## src/rtl/serial_pkg.sv

```systemverilog
// Shared constants for the serial receiver/transmitter family: FSM state
// encoding, parity-mode selectors and the parity check helper.
package serial_pkg;

    localparam logic [2:0] ST_IDLE  = 3'd0;
    localparam logic [2:0] ST_START = 3'd1;
    localparam logic [2:0] ST_DATA  = 3'd2;
    localparam logic [2:0] ST_PAR   = 3'd3;
    localparam logic [2:0] ST_STOP  = 3'd4;

    localparam int PAR_NONE = 0;
    localparam int PAR_EVEN = 1;
    localparam int PAR_ODD  = 2;

    // Returns 1 when the received parity bit disagrees with the data word.
    // data_xor is the reduction XOR of the data bits.
    function automatic logic parity_error(input int mode, input logic data_xor,
                                          input logic par_bit);
        logic err;
        err = 1'b0;
        if (mode == PAR_EVEN) begin
            err = data_xor ^ par_bit;
        end else if (mode == PAR_ODD) begin
            err = ~(data_xor ^ par_bit);
        end
        return err;
    endfunction

endpackage

```

## src/rtl/serial_bit_timer.sv

```systemverilog
// Bit-period timer. After restart it raises mid_tick once after
// CLKS_PER_BIT/2 enabled cycles (middle of the start bit) and then once every
// CLKS_PER_BIT enabled cycles (middle of each following bit).
module serial_bit_timer #(
    parameter int CLKS_PER_BIT = 16
) (
    input  logic clk,
    input  logic reset_n,
    input  logic restart,
    input  logic enable,
    output logic mid_tick
);

    localparam int CW = (CLKS_PER_BIT > 1) ? $clog2(CLKS_PER_BIT) : 1;
    localparam logic [CW-1:0] HALF_LAST = CW'(CLKS_PER_BIT / 2 - 1);
    localparam logic [CW-1:0] FULL_LAST = CW'(CLKS_PER_BIT - 1);

    logic [CW-1:0] cnt;
    logic          first_half;

    // The counter is cleared on every tick, so it never wraps inside a bit.
    assign mid_tick = enable && !restart &&
                      (cnt == (first_half ? HALF_LAST : FULL_LAST));

    // Cycle counter: half period first, full periods afterwards.
    always_ff @(posedge clk or negedge reset_n) begin
        if (!reset_n) begin
            cnt        <= '0;
            first_half <= 1'b1;
        end else if (restart) begin
            cnt        <= '0;
            first_half <= 1'b1;
        end else if (enable) begin
            if (mid_tick) begin
                cnt        <= '0;
                first_half <= 1'b0;
            end else begin
                cnt <= cnt + 1'b1;
            end
        end
    end

endmodule

```

## src/rtl/serial_rx_param.sv

```systemverilog
// Parameterised asynchronous serial receiver: start/data/parity/stop framing,
// mid-bit sampling, held output word with valid/ready handover and overrun.
//
// Output handshake: a word transfers on any clk edge where data_valid and
// data_ready are both high. While data_valid=1 and data_ready=0, data_out,
// parity_err and frame_err hold. A frame finishing while the word is held and
// not being accepted is dropped and overrun pulses for one cycle; a frame
// finishing on the accepting edge replaces the word and data_valid stays high.
module serial_rx_param
    import serial_pkg::*;
#(
    parameter int DATA_W       = 8,
    parameter int CLKS_PER_BIT = 16,
    parameter int PARITY       = 0,
    parameter int STOP_BITS    = 1
) (
    input  logic              clk,
    input  logic              reset_n,
    input  logic              rx_enable,
    input  logic              serial_in,
    input  logic              data_ready,
    output logic [DATA_W-1:0] data_out,
    output logic              data_valid,
    output logic              parity_err,
    output logic              frame_err,
    output logic              overrun,
    output logic              rx_busy,
    output logic [2:0]        state_dbg
);

    localparam int BW = $clog2(DATA_W + 1);
    localparam logic [BW-1:0] LAST_DATA = BW'(DATA_W - 1);
    localparam logic [BW-1:0] LAST_STOP = BW'(STOP_BITS - 1);

    logic [1:0]        sync;
    logic              line;
    logic [2:0]        state;
    logic [BW-1:0]     bit_cnt;
    logic [DATA_W-1:0] shreg;
    logic              par_acc;
    logic              stop_acc;
    logic              mid_tick;
    logic              deliver;

    assign line      = sync[1];
    assign rx_busy   = (state != ST_IDLE);
    assign state_dbg = state;

    // Last stop sample of a frame that is still enabled.
    assign deliver = rx_enable && (state == ST_STOP) && mid_tick &&
                     (bit_cnt == LAST_STOP);

    // Two-flop synchroniser; resets to the idle-high line level.
    always_ff @(posedge clk or negedge reset_n) begin
        if (!reset_n) begin
            sync <= 2'b11;
        end else begin
            sync <= {sync[0], serial_in};
        end
    end

    serial_bit_timer #(
        .CLKS_PER_BIT(CLKS_PER_BIT)
    ) u_timer (
        .clk      (clk),
        .reset_n  (reset_n),
        .restart  ((state == ST_IDLE) || !rx_enable),
        .enable   (state != ST_IDLE),
        .mid_tick (mid_tick)
    );

    // Frame FSM with data shift register and per-frame error accumulators.
    always_ff @(posedge clk or negedge reset_n) begin
        if (!reset_n) begin
            state    <= ST_IDLE;
            bit_cnt  <= '0;
            shreg    <= '0;
            par_acc  <= 1'b0;
            stop_acc <= 1'b0;
        end else if (!rx_enable) begin
            state   <= ST_IDLE;
            bit_cnt <= '0;
        end else begin
            case (state)
                ST_IDLE: begin
                    if (!line) begin
                        state    <= ST_START;
                        bit_cnt  <= '0;
                        par_acc  <= 1'b0;
                        stop_acc <= 1'b0;
                    end
                end
                ST_START: begin
                    // A high line at the start mid-point was only a glitch.
                    if (mid_tick) begin
                        state <= line ? ST_IDLE : ST_DATA;
                    end
                end
                ST_DATA: begin
                    if (mid_tick) begin
                        shreg <= {line, shreg[DATA_W-1:1]};
                        if (bit_cnt == LAST_DATA) begin
                            bit_cnt <= '0;
                            state   <= (PARITY != PAR_NONE) ? ST_PAR : ST_STOP;
                        end else begin
                            bit_cnt <= bit_cnt + 1'b1;
                        end
                    end
                end
                ST_PAR: begin
                    if (mid_tick) begin
                        par_acc <= parity_error(PARITY, ^shreg, line);
                        state   <= ST_STOP;
                    end
                end
                ST_STOP: begin
                    if (mid_tick) begin
                        stop_acc <= stop_acc | ~line;
                        if (bit_cnt == LAST_STOP) begin
                            bit_cnt <= '0;
                            state   <= ST_IDLE;
                        end else begin
                            bit_cnt <= bit_cnt + 1'b1;
                        end
                    end
                end
                default: begin
                    state   <= ST_IDLE;
                    bit_cnt <= '0;
                end
            endcase
        end
    end

    // Held output word, flags, valid/ready handover and overrun pulse.
    always_ff @(posedge clk or negedge reset_n) begin
        if (!reset_n) begin
            data_out   <= '0;
            data_valid <= 1'b0;
            parity_err <= 1'b0;
            frame_err  <= 1'b0;
            overrun    <= 1'b0;
        end else begin
            overrun <= 1'b0;
            if (deliver && (!data_valid || data_ready)) begin
                data_out   <= shreg;
                data_valid <= 1'b1;
                parity_err <= par_acc;
                frame_err  <= stop_acc | ~line;
            end else begin
                if (deliver) begin
                    overrun <= 1'b1;
                end
                if (data_ready) begin
                    data_valid <= 1'b0;
                end
            end
        end
    end

endmodule

```

## config.mk

```make
export PLATFORM = sky130hd
export DESIGN_NAME = serial_rx_param
export DESIGN_NICKNAME = d
export VERILOG_FILES = /design/src/rtl/serial_pkg.sv /design/src/rtl/serial_bit_timer.sv /design/src/rtl/serial_rx_param.sv
export SDC_FILE = /design/constraint.sdc
export NUM_CORES = 1
export LEC_CHECK = 0
export BUFFER_PORTS_ARGS = -buffer_cell sky130_fd_sc_hd__buf_2
export CORE_MARGIN = 3
export CORE_UTILIZATION = 56
export CTS_CLUSTER_SIZE = 30
export DETAILED_ROUTE_END_ITERATION = 12
export GPL_ROUTABILITY_DRIVEN = 1
export GPL_TIMING_DRIVEN = 1
export HOLD_SLACK_MARGIN = 0.08
export PLACE_DENSITY = 0.86
export SETUP_SLACK_MARGIN = 0.05
export SKIP_LAST_GASP = 1
export SYNTH_ARGS = -nofsm -noshare
export SYNTH_HDL_FRONTEND = slang
export SYNTH_SLANG_ARGS = --single-unit
```

## constraint.sdc

```tcl
create_clock -name clk -period 2.2 [get_ports clk]
set_input_delay 0.11 -clock clk [delete_from_list [all_inputs] [get_ports clk]]
set_output_delay 0.11 -clock clk [all_outputs]
set_load 0.01 [all_outputs]
```

Word-level counts from Yosys, hierarchy flattened
Cells that the tools add are included.
{"block": "classes", "bitwise": 2, "n_eq_ne": 17, "reduce_logical": 26, "addsub": 2, "muxes": 32}
{"operator": "two-way mux 4 bit", "count": 10}
{"operator": "two-way mux 3 bit", "count": 8}
{"operator": "!= test 3 bit, second input constant", "count": 6}
{"operator": "case mux 4 bit (4 select lines)", "count": 1}
{"operator": "case mux 3 bit (5 select lines)", "count": 1}
{"operator": "AND reduction 4 bit", "count": 3}
{"operator": "nonzero test 2 bit", "count": 5}
{"operator": "two-way mux 1 bit", "count": 9}
{"operator": "adder 4 x 1 -> 4 bit, second input constant", "count": 2}
{"operator": "!= test 2 bit, second input constant", "count": 4}
{"operator": "AND reduction 7 bit", "count": 1}
{"operator": "== test 3 x 2 -> 1 bit, second input constant", "count": 2}
{"operator": "logical AND 1 bit", "count": 6}
{"operator": "== test 4 x 3 -> 1 bit, second input constant", "count": 1}
{"operator": "== test 4 bit", "count": 1}
{"operator": "zero test 4 bit", "count": 1}
{"operator": "case mux 1 bit (2 select lines)", "count": 2}
{"operator": "== test 3 x 1 -> 1 bit, second input constant", "count": 1}
{"operator": "== test 3 bit, second input constant", "count": 1}
{"operator": "zero test 1 bit", "count": 3}
{"operator": "zero test 3 bit", "count": 1}
{"operator": "!= test 3 x 2 -> 1 bit, second input constant", "count": 1}
{"operator": "AND reduction 3 bit", "count": 1}
{"operator": "nonzero test 3 bit", "count": 1}
{"operator": "other kinds (6)", "count": 7}
{"block": "word_totals", "ff_bits": 36, "elab_cells": 92, "output_inout_bits": 16, "input_bits": 5}

Longest topological paths before layout
Gate-level depths: netlist of run 1.
{"block": "depth", "word_depth": 9, "mapped_depth": 6}

By module
Synthesis of run 1 repeated with hierarchy kept, for this count alone.
{"block": "hier_totals", "cells_unflattened": 148, "area_unflattened_um2": 1646.6}
{"module": "serial_rx_param", "n_inst": 1, "area_each_um2": 1372.6, "cells_each": 122}
{"module": "serial_bit_timer", "n_inst": 1, "area_each_um2": 274.0, "cells_each": 26}

Worst setup path before layout of run 1
No wires, ideal clock.
{"block": "synth_timing", "path_type": "reg-to-reg", "start": "register bit_cnt[0]", "end": "register data_out[0]", "arrival_time_ns": 1.807, "path_slack_ns": 0.268, "setup_ns": 0.125, "synth_period_minus_slack_ns": 1.932, "stages_incl_launch_ff": 6, "path_cell_list": "dfrtp_1 > inv_1 > ha_1 > nor3b_1 > nor4b_4 > mux2_2"}
{"block": "synth_via", "elab_chain_cells": 3}
{"element": "from (decl)", "line": "serial_rx_param.sv:38", "rtl": "logic [BW-1:0] bit_cnt;"}
{"element": "from (signal assigned)", "line": "serial_rx_param.sv:106", "rtl": "bit_cnt <= bit_cnt + 1'b1;"}
{"element": "from (signal assigned)", "line": "serial_rx_param.sv:123", "rtl": "bit_cnt <= bit_cnt + 1'b1;"}
{"element": "zero test 4 bit", "line": "serial_rx_param.sv:51", "rtl": "(bit_cnt == LAST_STOP);"}
{"element": "logical AND 1 bit", "line": "serial_rx_param.sv:50", "rtl": "assign deliver = rx_enable && (state == ST_STOP) && mid_tick &&"}
{"element": "logical AND 1 bit", "line": "serial_rx_param.sv:145", "rtl": "if (deliver && (!data_valid || data_ready)) begin"}
{"element": "to (signal assigned)", "line": "serial_rx_param.sv:146", "rtl": "data_out <= shreg;"}
{"element": "to (decl)", "line": "serial_rx_param.sv:22", "rtl": "output logic [DATA_W-1:0] data_out,"}
Every way passes these cells.
A chain may end at the register's enable or synchronous reset.

Worst setup path in the final report of run 1
{"block": "layout_timing", "start": "register u_timer.first_half", "end": "register data_out[7]"}
{"block": "layout_via", "elab_chain_cells": 6}
{"element": "from (decl)", "line": "serial_bit_timer.sv:19", "rtl": "logic first_half;"}
{"element": "from (signal assigned)", "line": "serial_bit_timer.sv:29", "rtl": "first_half <= 1'b1;"}
{"element": "from (signal assigned)", "line": "serial_bit_timer.sv:32", "rtl": "first_half <= 1'b1;"}
{"element": "from (signal assigned)", "line": "serial_bit_timer.sv:36", "rtl": "first_half <= 1'b0;"}
{"element": "two-way mux 4 bit", "line": "serial_bit_timer.sv:23", "rtl": "(cnt == (first_half ? HALF_LAST : FULL_LAST));"}
{"element": "== test 4 bit", "line": "serial_bit_timer.sv:23"}
{"element": "logical AND 1 bit", "line": "serial_bit_timer.sv:22", "rtl": "assign mid_tick = enable && !restart &&"}
{"element": "logical AND 1 bit (2 in a row)", "line": "serial_rx_param.sv:50"}
{"element": "logical AND 1 bit", "line": "serial_rx_param.sv:145"}
Every way passes these cells.

==> impl_metrics.csv, run 1 <==
group,metric,value,unit
run_status,status,"finished clean",
timing,fmax,524,MHz
timing,fin_setup_tns,0,ps
floorplanning,core_area,2540,um^2
synthesis,avgSynthCellArea,12.3,um^2
timing,timing.slew.headroom,0.531,
critical_path,cp_max_fo,9,
cts,cts_root_buf,"clkbuf_4",
finish,final_common_cell,"dfrtp_1",
hold_path,hp-class,"input pin to async pin",
synthesis,synth_cells,126,
critical_path,worst_path_max_delay_cell,"dfstp_2",
cts,ctsHoldBuffers,4,
synthesis,ys_types,38,
floorplanning,die_x,58.7,um
cts,cts_resized,0,
finish,area_growth,15.0,%
floorplanning,initial_core_util,0.610,
placement,place_inst,173,
global_routing,grtUsageTotal,0.197,
synthesis,netlist.area_leader.share,0.500,
timing,skew,10.5,ps
global_routing,grt_overflow,0,
finish,final_cells,185,
routing,post-route-drc-count,0,
critical_path,path_cells,"xor2_1 -> nand3_2 -> nor4b_4 -> buf_4 -> mux2_2",
routing,vias_per_cell,5.90,
cts,clk_latency,330,ps
pwr,p_leak,0.888,nW
floorplanning,rows,18,
synthesis,synth.area.mux_share,0.136,
placement,place_ws,310,ps
placement,port_buffers,19,
synthesis,ys_seq_area_frac,0.550,
synthesis,synthFlopType,"dfrtp_1",
finish,diodes,0,
timing,layout_min_cycle_time,1910,ps
cts,clk_pin_slew_worst_paths,100,ps
critical_path,crit_path_start_kind,"flip-flop",
cts,htreeDepth,2,
critical_path,cp.required,2420,ps
critical_path,critPathKind,"flip-flop to flip-flop",
timing,worstMarginPinSlew,703,ps
routing,drt-wirelength-per-cell,15.7,um
synthesis,synth_top_family_by_area,"simple AND/OR/NAND/NOR gates",
cts,cts_tree,"yes",
cts,clk_path_buf_depth,2,
synthesis,yosys.area.top_type,"dfrtp_1",
synthesis,synth-edff-count,0,
critical_path,worstPathArrival,2120,ps
routing,ant_nets,0,
timing,setup_viol,0,
global_routing,grt_max_degree,35,
synthesis,ys_seq_elements,34,
critical_path,slowest_delay,540,ps
synthesis,ys.warnings.count,0,
pwr,cellPowerDensity,587,nW/um^2
synthesis,syn_area,1550,um^2
synthesis,synth_compound_gate_area_share,0.0806,
floorplanning,die_height,58.7,um
pwr,irDropWorstVdd,0.572,mV
routing,vias,1091,
timing,final_hold_viol_count,0,
finish,fin_nets,162,
routing,routed_wl,2900,um
run,max_cap_violations,0,
timing,fin_crit_sh,0.867,
global_routing,antenna_found_initial,0,
floorplanning,dieArea,3440,um^2
placement,dpl.hpwl,2060,um
timing,slew_violations,0,
critical_path,critPathBufInv,1,
synthesis,synth-xor-area-share,0.0226,
cts,cts_sinks,34,
timing,finalWorstSetupSlack,293,ps
routing,drt_iter0_drc,63,
floorplanning,num_io_pins,21,
placement,place_congestion,0.879,
routing,dr.pass1.iters,4,
synthesis,synth_nets,134,
finish,drive_gt1_frac,0.329,
synthesis,synthArstFlopShare,1.00,
cts,post-cts-setup-buffers,0,
pwr,finalPower,0.00105,W
global_routing,grt_pass1_wl,4970,um
synthesis,synth_area_leaders,"dfrtp_1 50%, mux2_2 12%, dfstp_2 5.1%",
finish,final_cell_mix,"31 x dfrtp_1, 19 x buf_2, 16 x mux2_2",
timing,rsz0062_at_grt,"false",
finish,design_area,1790,um^2
critical_path,cpLargestDelayFamily,"flip-flops",
critical_path,end_kind,"flip-flop",
synthesis,yosys.area_share.adder,0.0242,
placement,placed_cell_area,1690,um^2
synthesis,yosys.area_share.simple,0.160,
global_routing,grt_pass1_vias,1069,
cts,numCtsBuffers,5,
-- kinds of logic after synthesis --
logic type / after synthesis
flops: 34
compound gates: 17
other cells: 1
simple gates: 39
buf+inv: 9
xor+xnor: 4
mux: 19
fa+ha+maj: 3
-- metrics by stage --
step           hold slack, ps   util
2_1_floorplan            -186      -
4_1_cts                   365  0.702
5_1_grt                   369  0.702
3_5_place_dp              204  0.662
6_report                  346  0.702
3_3_place_gp              190  0.662
-- worst paths after layout --
| check | startpoint | to | slack [ps] | depth (start not counted) |
|---|---|---|---|---|
| worst max-delay path | u_timer.first_half$_DFFE_PN1P_ | data_out[7]$_DFFE_PN0P_ | 290 | 5 |
| worst min-delay path | reset_n | bit_cnt[0]$_DFFE_PN0P_ | 350 | 2 |
| worst max register to register | u_timer.first_half$_DFFE_PN1P_ | data_out[7]$_DFFE_PN0P_ | 290 | 5 |
| worst min register to register | sync[0]$_DFF_PN1_ | sync[1]$_DFF_PN1_ | 360 | 0 |
| max in group asynchronous | reset_n | u_timer.cnt[1]$_DFFE_PN0P_ | 1390 | 2 |
| min in group clk | sync[0]$_DFF_PN1_ | sync[1]$_DFF_PN1_ | 360 | 0 |
-- state kept, by name (all words and copies together), names as in the netlist --
register            flops
sync                    2
data_valid              1
frame_err               1
stop_acc                1
state_dbg               3
shreg                   8
data_out                8
overrun                 1
bit_cnt                 4
u_timer.cnt             4
u_timer.first_half      1
-- final cells by class --
class	count	area, um^2
inverters	4	15.0
flip-flops and latches	34	855
clock buffers	7	55.1
clock inverters	1	5.00
fillers	199	759
well taps	30	37.5
repair buffers	26	158
multi-input cells	83	661
-- Yosys cell counts (3+ instances only) --
cell type / instances
nor2b_1: 4
nor2_1: 5
ha_1: 3
dfstp_2: 3
nand3_1: 4
nor3_1: 5
a32o_1: 4
nand2_1: 5
dfrtp_1: 31
mux2_2: 16
xor2_1: 3
clkbuf_1: 4
inv_1: 4
nor3b_1: 3
o21ai_0: 3
a21oi_1: 3
-- routing by layer --
| metal | vias to the layer above | routed length, um | global-route usage |
|---|---|---|---|
| li1 | 510 | - | - |
| met2 | 36 | 1440 | 0.309 |
| met5 | - | 0 | 0 |
| met3 | 8 | 174 | 0.0680 |
| met1 | 537 | 1220 | 0.245 |
| met4 | 0 | 60 | 0.0906 |
-- power by group --
part	internal, W	total (W)	switching (W)	leakage [nW]
clock network	0.000155	0.000356	0.000201	0.0353
registers	0.000631	0.000635	0.00000427	0.463
logic	0.0000223	0.0000582	0.0000360	0.390
-- worst register-to-register path, delay by kind of cell (launching register included) --
family / cells / cell delay, ps
AND/OR/NAND/NOR: 2 / 460
XOR/XNOR: 1 / 230
flip-flops: 1 / 540
buffers and inverters: 1 / 220
multiplexers: 1 / 350
No activity file was read; power rests on OpenSTA's default activity.
==> inputs of run 2 (changes only) <==
--- a/config.mk
+++ b/config.mk
@@ -7,13 +7,13 @@
 export LEC_CHECK = 0
 export BUFFER_PORTS_ARGS = -buffer_cell sky130_fd_sc_hd__buf_2
 export CORE_MARGIN = 3
-export CORE_UTILIZATION = 56
+export CORE_UTILIZATION = 50
 export CTS_CLUSTER_SIZE = 30
 export DETAILED_ROUTE_END_ITERATION = 12
 export GPL_ROUTABILITY_DRIVEN = 1
 export GPL_TIMING_DRIVEN = 1
 export HOLD_SLACK_MARGIN = 0.08
-export PLACE_DENSITY = 0.86
+export PLACE_DENSITY = 0.82
 export SETUP_SLACK_MARGIN = 0.05
 export SKIP_LAST_GASP = 1
 export SYNTH_ARGS = -nofsm -noshare
==> constraint.sdc (replaced) <==
create_clock -name clk -period 1.64 [get_ports clk]
set_input_delay 0.082 -clock clk [delete_from_list [all_inputs] [get_ports clk]]
set_output_delay 0.082 -clock clk [all_outputs]
set_load 0.01 [all_outputs]
==> impl_metrics.csv, run 2 (synthesis results as in run 1) <==
group,metric,value,unit
run_status,status,"finished, violations left",
run_status,violations,"setup timing",
timing,fmax,561,MHz
timing,rsz0062_at_grt,"true",
cts,clk_pin_slew_worst_paths,110,ps
finish,register_area,856,um^2
routing,vias_per_cell,5.82,
routing,ant_nets,0,
timing,fin_crit_sh,1.09,
cts,cts_sinks,34,
pwr,cellPowerDensity,698,nW/um^2
global_routing,grt_pass1_vias,1165,
floorplanning,dieArea,3810,um^2
critical_path,cp.required,1860,ps
routing,wl_met2,1910,um
finish,diodes,0,
cts,cts_tree,"yes",
floorplanning,num_io_pins,21,
critical_path,critPathBufInv,1,
global_routing,antenna_found_initial,0,
floorplanning,initial_core_util,0.544,
routing,routed_wl,3690,um
cts,cts_root_buf,"clkbuf_4",
critical_path,cp_max_fo,9,
routing,post-route-drc-count,0,
timing,fin_setup_tns,-2020,ps
routing,drt_iter0_drc,34,
finish,final_cells,205,
floorplanning,die_x,61.7,um
critical_path,worst_path_max_delay_cell,"dfstp_2",
floorplanning,die_height,61.7,um
routing,vias,1194,
finish,final_common_cell,"dfrtp_1",
placement,place_congestion,0.828,
routing,highest_layer,"met4",
timing,layout_min_cycle_time,1780,ps
global_routing,grt_pass1_wl,5460,um
critical_path,crit_path_start_kind,"flip-flop",
finish,drive_gt1_frac,0.483,
timing,worstMarginPinSlew,746,ps
floorplanning,core_area,2850,um^2
routing,dr.pass1.iters,4,
global_routing,grt_overflow,0,
global_routing,grt_max_degree,35,
finish,fin_util,0.727,
cts,numCtsBuffers,5,
finish,reg_top3,"data_out: 8 flops, shreg: 8 flops",
finish,area_growth,33.6,%
routing,dr_wl_met3,167,um
placement,port_buffers,19,
timing,skew,13.4,ps
timing,final_hold_viol_count,0,
routing,drt-wirelength-per-cell,18.0,um
critical_path,slowest_delay,570,ps
global_routing,grtUsageTotal,0.202,
critical_path,cpLargestDelayFamily,"flip-flops",
cts,clk_latency,350,ps
critical_path,worstPathArrival,2000,ps
timing,finalWorstSetupSlack,-143,ps
cts,clk_path_buf_depth,2,
finish,multi_input_area,758,um^2
timing,timing.slew.headroom,0.503,
timing,slew_violations,0,
cts,htreeDepth,2,
critical_path,end_kind,"flip-flop",
timing,setup_viol,18,
pwr,irDropWorstVdd,0.547,mV
critical_path,critPathKind,"flip-flop to flip-flop",
placement,dpl.hpwl,2370,um
routing,wirelength_met1,1500,um
run,max_cap_violations,0,
placement,place_inst,188,
hold_path,hp-class,"input pin to flip-flop",
floorplanning,rows,19,
finish,final_cell_mix,"30 x dfrtp_1, 18 x buf_2, 17 x buf_4",
pwr,p_leak,1.02,nW
finish,num-fill-cells,188,
finish,fin_nets,181,
critical_path,path_cells,"xor2_2 -> nand3_2 -> nor4b_4 -> buf_6 -> mux2_1",
run 2: path summary, 6_finish.rpt:
kind	from	end	slack, ps	cells past startpoint
setup reg to reg	u_timer.first_half$_DFFE_PN1P_	frame_err$_DFFE_PN0P_	-140	5
min in group asynchronous	reset_n	bit_cnt[1]$_DFFE_PN0P_	320	2
hold / removal	rx_enable	state_dbg[2]$_DFFE_PN0P_	120	2
hold reg to reg	sync[0]$_DFF_PN1_	sync[1]$_DFF_PN1_	360	0
setup / recovery	u_timer.first_half$_DFFE_PN1P_	frame_err$_DFFE_PN0P_	-140	5
max in group asynchronous	reset_n	state_dbg[2]$_DFFE_PN0P_	810	2
run 2: routing by layer:
| layer | vias to the layer above | GRT usage |
|---|---|---|
| met2 | 37 | 0.323 |
| met5 | - | 0 |
| li1 | 549 | - |
| met4 | 0 | 0.109 |
| met1 | 597 | 0.249 |
| met3 | 11 | 0.0558 |
run 2: cell type report:
| type | instances | area share |
|---|---|---|
| Tap cell | 31 | 0.0187 |
| Sequential cell | 34 | 0.413 |
| Timing Repair Buffer | 45 | 0.165 |
| Clock buffer | 6 | 0.0247 |
| Multi-Input combinational cell | 83 | 0.366 |
| Inverter | 4 | 0.00724 |
| Clock inverter | 2 | 0.00603 |
run 2: per-stage QoR:
| step | setup slack [ps] | cell area (um^2) | hold WS (ps) | power (W) |
|---|---|---|---|---|
| 4_1_cts | -124 | 2010 | 93.3 | 0.00145 |
| 3_3_place_gp | -65.0 | 1850 | 173 | 0.000938 |
| 6_report | -143 | 2070 | 122 | 0.00145 |
| 3_5_place_dp | -126 | 1850 | 182 | 0.000942 |
| 2_1_floorplan | -148 | 1590 | -214 | 0.000906 |
| 5_1_grt | -206 | 2070 | 112 | 0.00150 |
run 2: timing repair:
action,in CTS,in global routing
hold buffers,4,0
setup endpoints to repair,22,29
gates cloned,0,0
gates resized for setup,7,11
pin swaps,1,4
buffers inserted,3,3
endpoints found under the hold margin,35,0
run 2: power by group:
group	internal [W]	leakage (nW)	switching [W]	total, W
Combinational	0.0000383	0.522	0.0000552	0.0000935
Clock	0.000206	0.0343	0.000295	0.000501
Sequential	0.000846	0.461	0.00000638	0.000853
==> inputs of run 3 (changes only) <==
--- a/config.mk
+++ b/config.mk
@@ -14,6 +14,7 @@
 export GPL_TIMING_DRIVEN = 1
 export HOLD_SLACK_MARGIN = 0.08
 export PLACE_DENSITY = 0.82
+export RECOVER_POWER = 50
 export SETUP_SLACK_MARGIN = 0.05
 export SKIP_LAST_GASP = 1
 export SYNTH_ARGS = -nofsm -noshare
==> impl_metrics.csv, run 3 (synthesis results as in run 1) <==
group,metric,value,unit
timing,slew_violations,0,
finish,drive_gt1_frac,0.483,
cts,clk_path_buf_depth,2,
global_routing,grt_pass1_wl,5460,um
timing,rsz0062_at_grt,"true",
critical_path,cp.required,1860,ps
finish,fin_nets,181,
floorplanning,rows,19,
cts,cts_sinks,34,
routing,vias,1194,
cts,htreeDepth,2,
pwr,irDropWorstVdd,0.547,mV
cts,clk_latency,350,ps
timing,skew,13.4,ps
floorplanning,dieArea,3810,um^2
global_routing,grt_max_degree,35,
floorplanning,core_area,2850,um^2
cts,cts_tree,"yes",
finish,reg_top3,"data_out: 8 flops, shreg: 8 flops",
run,max_cap_violations,0,
finish,diodes,0,
finish,final_common_cell,"dfrtp_1",
pwr,p_leak,1.02,nW
critical_path,critPathKind,"flip-flop to flip-flop",
routing,routed_wl,3690,um
critical_path,r2r_end,"frame_err$_DFFE_PN0P_",
finish,fin_util,0.727,
global_routing,grtUsageTotal,0.202,
placement,place_congestion,0.828,
finish,final_cell_mix,"30 x dfrtp_1, 17 x buf_2, 17 x buf_4",
critical_path,worstPathArrival,2000,ps
floorplanning,num_io_pins,21,
hold_path,hp-class,"input pin to flip-flop",
hold_path,hold_path_startpoint,"rx_enable",
global_routing,grt_overflow,0,
critical_path,end_kind,"flip-flop",
critical_path,reg2reg_depth,5,
routing,dr.pass1.iters,4,
placement,place_ws,-126,ps
timing,setup_viol,18,
critical_path,regToRegStartpoint,"u_timer.first_half$_DFFE_PN1P_",
finish,final_cells,205,
cts,numCtsBuffers,5,
timing,finalWorstSetupSlack,-143,ps
timing,fmax,561,MHz
placement,port_buffers,19,
routing,drt-wirelength-per-cell,18.0,um
routing,post-route-drc-count,0,
run_status,status,"finished, violations left",
pwr,finalPower,0.00145,W
placement,place_inst,188,
floorplanning,initial_core_util,0.544,
critical_path,regToRegSetupSlack,-140,ps
global_routing,antenna_found_initial,0,
timing,layout_min_cycle_time,1780,ps
routing,ant_nets,0,
critical_path,cp_max_fo,9,
timing,worstMarginPinSlew,831,ps
timing,timing.slew.headroom,0.446,
placement,dpl.hpwl,2370,um
timing,fin_crit_sh,1.09,
critical_path,crit_path_start_kind,"flip-flop",
hold_path,min_to,"state_dbg[2]$_DFFE_PN0P_",
hold_path,whs_path_depth,2,
finish,num-fill-cells,188,
pwr,cellPowerDensity,698,nW/um^2
floorplanning,die_height,61.7,um
routing,vias_per_cell,5.82,
cts,clk_pin_slew_worst_paths,110,ps
floorplanning,die_x,61.7,um
timing,final_hold_viol_count,0,
finish,area_growth,33.6,%
global_routing,grt_pass1_vias,1165,
cts,cts_root_buf,"clkbuf_4",
run_status,violations,"setup timing",
routing,drt_iter0_drc,34,
[run 3: power breakdown]
part | switching, W | internal, W
Sequential | 0.00000638 | 0.000846
Combinational | 0.0000552 | 0.0000383
Clock | 0.000295 | 0.000206
Total | 0.000357 | 0.00109
[run 3: stage by stage]
stage / TNS (ps) / cell area (um^2) / hold slack [ps]
floorplan: -1310 / 1590 / -214
global placement: -912 / 1850 / 173
detailed placement: -1830 / 1850 / 182
CTS: -1930 / 2010 / 93.3
global route: -3280 / 2070 / 112
finish: -2020 / 2070 / 122
[run 3: timing repair]
item	CTS	global route
setup endpoints to repair	22	29
hold buffers	4	0
buffers inserted	3	3
hold endpoints to repair	35	0
resized for setup	7	11
pin swaps	1	4
[run 3: how the worst max path moves through the flow]
stage | startpoint | end | slack (ps) | cells after the start
after CTS | u_timer.first_half$_DFFE_PN1P_ | frame_err$_DFFE_PN0P_ | -120 | 5
final | u_timer.first_half$_DFFE_PN1P_ | frame_err$_DFFE_PN0P_ | -140 | 5
after global placement | u_timer.first_half$_DFFE_PN1P_ | data_out[4]$_DFFE_PN0P_ | -60 | 5
after detailed placement | u_timer.first_half$_DFFE_PN1P_ | frame_err$_DFFE_PN0P_ | -130 | 5
after floorplan | u_timer.first_half$_DFFE_PN1P_ | data_out[0]$_DFFE_PN0P_ | -150 | 4
after global routing | u_timer.first_half$_DFFE_PN1P_ | frame_err$_DFFE_PN0P_ | -210 | 5
[run 3: per-layer routing]
metal	wire length, um	global-route usage
met2	1910	0.323
met1	1500	0.249
met3	167	0.0558
met5	0	0
met4	110	0.109
[run 3: cell type report]
class                      instances  area [um^2]  share of cell area
sequential                        34          856               0.413
multi-input combinational         83          758               0.366
timing repair buffer              45          343               0.165
clock buffer                       6         51.3              0.0247
tap                               31         38.8              0.0187
inverter                           4         15.0             0.00724
clock inverter                     2         12.5             0.00603
[run 3: critical path, stage by stage (launching register included)]
cell and delay (ps):
dfstp_2 570, xor2_2 170, nand3_2 130, nor4b_4 260, buf_6 180, mux2_1 340
